`config.mk`:
```
export PLATFORM = sky130hd
export DESIGN_NAME = ts_event_sequencer
export DESIGN_NICKNAME = d
export VERILOG_FILES = /design/src/rtl/ts_event_sequencer.sv
export SDC_FILE = /design/constraint.sdc
export NUM_CORES = 1
export LEC_CHECK = 0
export ABC_AREA = 0
export BUFFER_PORTS_ARGS = -buffer_cell sky130_fd_sc_hd__buf_4
export CAP_MARGIN = 10
export CORE_AREA = 2 2 52 54
export CTS_CLUSTER_SIZE = 14
export DETAILED_ROUTE_END_ITERATION = 12
export DIE_AREA = 0 0 54 56
export PLACE_DENSITY_LB_ADDON = 0.12
export SYNTH_ARGS = -nofsm -noshare
export SYNTH_HDL_FRONTEND = slang
export SYNTH_SLANG_ARGS = --single-unit
```
`constraint.sdc`:
```
create_clock -name CLK -period 3.4 [get_ports CLK]
set_input_delay 0.51 -clock CLK [delete_from_list [all_inputs] [get_ports CLK]]
set_output_delay 0.51 -clock CLK [all_outputs]
set_load 0.02 [all_outputs]
```
`src/rtl/ts_event_sequencer.sv`:
```
// ts_event_sequencer: pops AER events, expands spikes into post-word sweeps and markers into update sweeps.
// Optional SEQ_EVT_CNT_EN adds a saturating per-sample spike counter on EVT_CNT.
module ts_event_sequencer #(
  parameter int TIME_STEP           = 8,
  parameter int OUTPUT_NEURON       = 256,
  parameter int POST_NEUR_PARALLEL  = 4,
  parameter int POST_WORD_CNT_WIDTH = 6,
  parameter int PRE_NEUR_ADDR_WIDTH = 10,
  parameter int AER_IN_CORE_WIDTH   = 12,
  parameter int TS_CNT_WIDTH        = 3
) (
  input  logic                           CLK,
  input  logic                           RSTN,
  input  logic                           START,
  input  logic                           SCHED_EMPTY,
  input  logic [AER_IN_CORE_WIDTH-1:0]   SCHED_DATA_OUT,
  output logic                           CTRL_SCHED_POP_N,
  output logic                           EVT_VALID,
  output logic [PRE_NEUR_ADDR_WIDTH-1:0] EVT_PRE_ADDR,
  output logic [POST_WORD_CNT_WIDTH-1:0] EVT_POST_WORD,
  output logic                           UPD_VALID,
  output logic [POST_WORD_CNT_WIDTH-1:0] UPD_POST_WORD,
  input  logic                           DP_READY,
  output logic [TS_CNT_WIDTH-1:0]        TS_IDX,
  output logic                           BUSY,
  output logic                           DONE
`ifdef SEQ_EVT_CNT_EN
  ,
  output logic [15:0]                    EVT_CNT
`endif
);
  localparam logic [POST_WORD_CNT_WIDTH-1:0] LAST_WORD =
    POST_WORD_CNT_WIDTH'(OUTPUT_NEURON / POST_NEUR_PARALLEL - 1);
  localparam logic [TS_CNT_WIDTH-1:0] LAST_TS = TS_CNT_WIDTH'(TIME_STEP - 1);
  typedef enum logic [2:0] {IDLE, WAIT_EVT, FETCH, SPK_SWEEP, UPD_SWEEP, FIN} state_t;
  state_t state_q, state_d;
  logic [PRE_NEUR_ADDR_WIDTH-1:0] addr_q, addr_d;
  logic [POST_WORD_CNT_WIDTH-1:0] word_q, word_d;
  logic [TS_CNT_WIDTH-1:0]        ts_q, ts_d;
  logic [1:0]                     virts;
  logic                           accept, last_acc;
  assign virts    = SCHED_DATA_OUT[AER_IN_CORE_WIDTH-1 -: 2];
  assign accept   = (EVT_VALID | UPD_VALID) & DP_READY;
  assign last_acc = accept & (word_q == LAST_WORD);
  always_ff @(posedge CLK or negedge RSTN)
    if (!RSTN) state_q <= IDLE;
    else       state_q <= state_d;
  always_comb begin
    state_d = state_q;
    case (state_q)
      IDLE:      state_d = START ? WAIT_EVT : IDLE;
      WAIT_EVT:  state_d = SCHED_EMPTY ? WAIT_EVT : FETCH;
      FETCH:     state_d = virts == 2'b00 ? SPK_SWEEP : virts == 2'b01 ? UPD_SWEEP : WAIT_EVT;
      SPK_SWEEP: state_d = last_acc ? WAIT_EVT : SPK_SWEEP;
      UPD_SWEEP: state_d = !last_acc ? UPD_SWEEP : ts_q == LAST_TS ? FIN : WAIT_EVT;
      default:   state_d = IDLE;
    endcase
  end
  always_comb begin
    CTRL_SCHED_POP_N = state_q != FETCH;
    EVT_VALID        = state_q == SPK_SWEEP;
    UPD_VALID        = state_q == UPD_SWEEP;
    BUSY             = state_q != IDLE;
    DONE             = state_q == FIN;
    EVT_PRE_ADDR     = addr_q;
    EVT_POST_WORD    = word_q;
    UPD_POST_WORD    = word_q;
    TS_IDX           = ts_q;
  end
  // The payload is captured on the same edge that pops it, so the sweep never reads a stale head.
  always_comb begin
    addr_d = (state_q == FETCH && virts == 2'b00) ? SCHED_DATA_OUT[PRE_NEUR_ADDR_WIDTH-1:0] : addr_q;
    word_d = state_q == FETCH ? '0 : accept ? word_q + POST_WORD_CNT_WIDTH'(1) : word_q;
    ts_d   = (state_q == IDLE && START) ? '0 :
             (state_q == UPD_SWEEP && last_acc) ? (ts_q == LAST_TS ? '0 : ts_q + TS_CNT_WIDTH'(1)) : ts_q;
  end
  always_ff @(posedge CLK or negedge RSTN)
    if (!RSTN) begin
      addr_q <= '0;
      word_q <= '0;
      ts_q   <= '0;
    end else begin
      addr_q <= addr_d;
      word_q <= word_d;
      ts_q   <= ts_d;
    end
`ifdef SEQ_EVT_CNT_EN
  logic [15:0] cnt_q, cnt_d;
  always_comb
    cnt_d = (state_q == IDLE && START) ? 16'd0 :
            (state_q == FETCH && virts == 2'b00 && cnt_q != 16'hFFFF) ? cnt_q + 16'd1 : cnt_q;
  always_ff @(posedge CLK or negedge RSTN)
    if (!RSTN) cnt_q <= '0;
    else       cnt_q <= cnt_d;
  assign EVT_CNT = cnt_q;
`endif
endmodule

```
* Yosys cells after proc, flatten, opt, wreduce, memory -nomap -nowiden
Cells that the tools add are included.
Storage, ports and cells: flip-flop bits (word level) 22, bits of input ports 17, output and inout bits 30
Operators by class: add/sub/neg operators 2, eq/ne operators 9, muxes and demuxes 13, bitwise gates (word level) 3, reduce and logical (&&, ||, !) cells 8
Operators by type and width (number):
- 2-to-1 mux 3 bit | 7
- case mux 3 bit (5 select lines) | 1
- 2-to-1 mux 6 bit | 2
- == test 3 bit, second input constant | 3
- adder 6 x 1 -> 6 bit, second input constant | 1
- == test 3 x 2 -> 1 bit, second input constant | 2
- == test 6 bit, second input constant | 1
- 2-to-1 mux 2 bit | 2
- nonzero test 2 bit | 2
- adder 3 x 1 -> 3 bit, second input constant | 1
- == test 3 x 1 -> 1 bit, second input constant | 1
- logical AND 1 bit | 3
- zero test 3 bit | 1
- != test 3 x 2 -> 1 bit, second input constant | 1
- nonzero test 3 bit | 1
- bitwise AND 1 bit | 2
- == test 2 x 1 -> 1 bit, second input constant | 1
- zero test 2 bit | 1
- 2-to-1 mux 1 bit | 1
- bitwise OR 1 bit | 1

* Logic depth before layout (Yosys ltp)
depth in word-level cells 7, mapped depth 6, gate-level depth less buffers 5

* Worst setup path before layout
OpenSTA, ideal clock, no wires.
path kind register to register, start reg state_q[1], end reg ts_q[0], in the netlist TS_IDX[0], arrival 1547 ps, required time 3308 ps, slack 1761 ps, stages on the path, launching flop included 6, period minus slack after synthesis 1639 ps, cell sequence dfrtp_1 > or3b_1 > buf_2 > or3_1 > buf_2 > o31ai_2
On the way: word-level cells in the longest chain between the ends 6, elaborated cells on any way between the ends 10, those cells by class eq/ne: 2; mux: 1; bitwise: 3; reduce/logical: 4
RTL lines:
- start: declaration | line 36 | state_t state_q, state_d;
- start signal: assignment | line 47 | else state_q <= state_d;
- == test 3 x 2 -> 1 bit or == test 3 bit (tied branches) | line 61, 62, 75
- bitwise OR 1 bit | line 43 | assign accept = (EVT_VALID | UPD_VALID) & DP_READY;
- bitwise AND 1 bit | line 43
- bitwise AND 1 bit | line 44 | assign last_acc = accept & (word_q == LAST_WORD);
- logical AND 1 bit | line 75 | (state_q == UPD_SWEEP && last_acc) ? (ts_q == LAST_TS ? '0 : ts_q + TS_CNT_WIDTH'(1)) : ts_q;
- nonzero test 2 bit (no line)
- end signal: assignment | line 85 | ts_q <= ts_d;
- end: declaration | line 39 | logic [TS_CNT_WIDTH-1:0] ts_q, ts_d;
Parallel ways exist; a longest one is shown, timed or not. A chain may end at the register's enable or synchronous reset.

* Worst setup path after layout
start reg state_q[1], end out UPD_VALID
On the way: word-level cells in the longest chain between the ends 1
RTL lines:
- == test 3 bit | line 62 | UPD_VALID = state_q == UPD_SWEEP;
- end: declaration | line 21 | output logic UPD_VALID,
Every way passes these cells.

==> run_results.csv <==
group,metric,value,unit
die,fp.coreArea,0.00243,mm^2
worst_setup_path,startpoint_type,"flop",
die,boundaryPins,47,
placement,dp_cells,174,
placement,dpl.hpwl,1900,um
power,combPwrFrac,0.493,
worst_setup_path,required,2.89,ns
sta,tns,0,ns
power,leakagePower,0.744,nW
clock_network,cts_buffer_depth,2,
synth,synth_flop_cell,"dfrtp_1",
placement,gp_congestion,0.788,
worst_setup_path,reg2reg_from,"state_q[1]",
power,power_frac_seq,0.387,
clock_network,cts.clk_slew.worst_paths,0.13,ns
clock_network,cts-root-buf,"clkbuf_4",
synth,ys_seq_elements,22,
synth,yosysWarnings,0,
final_layout,diodes,0,
worst_setup_path,path_cells,"or3b_1, inv_1, buf_4",
power,p_sw,0.000512,W
die,rows,18,
synth,postSynthCellCount,111,
drt,via_count,991,
synth,synthesis.nets,131,
grt,grt_usage,0.185,
sta,hold_viol_final,0,
drt,viasPerCell,5.57,
power,vdd_drop_max,590,uV
drt,drt_wl_total,2510,um
grt,grt_pass1_vias,975,
placement,io_buffers,46,
final_layout,nNetsFinal,169,
final_layout,area_growth,29.1,%
worst_setup_path,cpMaxStageDelayCell,"dfrtp_1",
synth,synthesis.area,0.00118,mm^2
drt,route.antenna.remaining_nets,0,
worst_setup_path,cp.arrival,1.64,ns
worst_setup_path,cpLargestDelayFamily,"flip-flops",
placement,post-place-ws,1.49,ns
sta,period_share,0.633,
worst_setup_path,crit_buf_inv,2,
clock_network,clock_latency,0.30,ns
min_path,hold_class,"in2async",
clock_network,post_cts_buffers,0,
worst_setup_path,end_kind,"primary output",
final_layout,stdcell_count,178,
power,total_power,0.00121,W
sta,slew_headroom,0.711,
die,die_x,54,um
sta,slew_viol_final,0,
power,p_per_area,796,mW/mm^2
synth,synth_edf_count,0,
drt,drc,0,
job,cap_violations,0,
synth,avgSynthCellArea,10.6,um^2
final_layout,layout-drive-gt1-share,0.432,
grt,grt-ovfl-total,0,
worst_setup_path,crit_path_max_incr_delay,0.55,ns
sta,fmax,0.465,GHz
die,initial_core_util,0.485,
sta,worst_pin_slew,0.433,ns
power,switching_share,0.422,
power,power.internal,0.000700,W
sta,rsz0062_at_grt,"false",
synth,ys_seq_area_frac,0.467,
grt,grt_pass1_wl,4260,um
synth,synth_cell_types,37,
status,outcome,"finished clean",
clock_network,hold_buffers,0,
grt,grt_antenna_before_repair,0,
worst_setup_path,cp_max_fo,13,
sta,setup_viol,0,
sta,skew,0.00415,ns
drt,firstDrtPassIters,4,
drt,wl_per_cell,14.1,um
clock_network,cts_resized,0,
clock_network,htree_levels,1,
die,dieHeight,56,um
drt,drtIter0Drc,11,
sta,timing.final.ws_setup,1.25,ns
die,die_area,0.00302,mm^2
clock_network,clock-sinks,22,
clock_network,cts_tree,"built",
grt,grt_start_max_net_pins,23,
sta,min_period,2.15,ns
final_layout,final_core_util,0.626,
worst_setup_path,path_class,"reg2out",
power,clockPowerShare,0.120,
worst_setup_path,cp-startpoint,"state_q[1]",
synth,synthArstFlopShare,1.00,
clock_network,cts_buffers,3,
-- per-stage QoR --
step	area (um^2)	hold slack [ns]
after floorplan	1180	0.214
after global placement	1490	0.411
after global routing	1520	0.0610
final	1520	0.0659
after CTS	1520	0.0695
after detailed placement	1490	0.416
-- path summary, 6_finish.rpt --
check	cells after the start	slack, ns	to
setup / recovery	3	1.25	UPD_VALID
hold / removal	1	0.07	state_q[0]
setup reg to reg	5	1.47	EVT_PRE_ADDR[1]
hold reg to reg	1	0.52	EVT_PRE_ADDR[6]
max in group asynchronous	1	3.11	EVT_PRE_ADDR[5]
min in group CLK	2	0.43	EVT_PRE_ADDR[8]
-- registers in the layout, indices dropped and copies added (netlist names) --
register       count
EVT_PRE_ADDR      10
EVT_POST_WORD      6
state_q            3
TS_IDX             3
-- layout by cell type, fill, tap and decap left out --
master,count
buf_4,46
dfrtp_1,22
mux2_2,10
nand2_1,8
a21oi_1,8
inv_1,5
mux2i_1,5
nand4_1,4
nor3_1,4
or3_1,3
ha_1,3
clkbuf_4,3
nand2b_1,2
o21a_1,2
nand2b_4,1
nor2_2,1
inv_2,1
nand3b_1,1
or3b_1,1
o32ai_1,1
or4b_1,1
o211ai_1,1
nor2b_1,1
a2111oi_0,1
o41ai_1,1
and3_1,1
o21ai_0,1
a31oi_1,1
nand3_1,1
nand4bb_1,1
nor3b_1,1
nand4b_1,1
nor2_1,1
o311ai_0,1
o31ai_2,1
a211oi_1,1
clkbuf_8,1
-- Yosys cell counts (2+ instances only) --
cell type | n | area, um^2
ha_1 | 3 | 37.5
mux2_2 | 10 | 113
dfrtp_1 | 22 | 551
inv_1 | 5 | 18.8
nand4_1 | 4 | 25.0
a21oi_1 | 8 | 40.0
buf_4 | 6 | 45.0
mux2i_1 | 5 | 50.1
nand2b_1 | 2 | 12.5
nor3_1 | 4 | 20.0
buf_2 | 4 | 20.0
or3_1 | 3 | 18.8
o21a_1 | 2 | 15.0
clkbuf_1 | 3 | 11.3
nand2_1 | 8 | 30.0
-- area by class of cell --
cell class                      count  area, um^2
Multi-Input combinational cell     70         531
Timing Repair Buffer               46         345
Sequential cell                    22         551
Fill cell                         205         910
Clock buffer                        4        36.3
Inverter                            6        22.5
Tap cell                           30        37.5
-- routing by layer --
metal  global-route usage  part of all wire
met4               0.0429            0.0040
met1                0.234              0.42
met3               0.0323             0.053
met2                0.319              0.52
met5                    0                 0
-- cell families (layout without fill, tap and decap cells) --
logic type,after synthesis,after routing,share of synthesized area
buf+inv,19,56,0.0838
compound gates,19,19,0.109
flops,22,22,0.467
mux,15,15,0.138
simple gates,33,33,0.171
fa+ha+maj,3,3,0.0318
-- power by group through the flow --
stage | combinational, W | clock, W | sequential [W]
after floorplan | 0.000315 | 0 | 0.000532
after global placement | 0.000594 | 0 | 0.000467
after detailed placement | 0.000601 | 0 | 0.000474
after CTS | 0.000603 | 0.000150 | 0.000469
after global routing | 0.000645 | 0.000160 | 0.000490
final | 0.000598 | 0.000145 | 0.000469
Note: power is estimated with default switching activity, not from simulation.
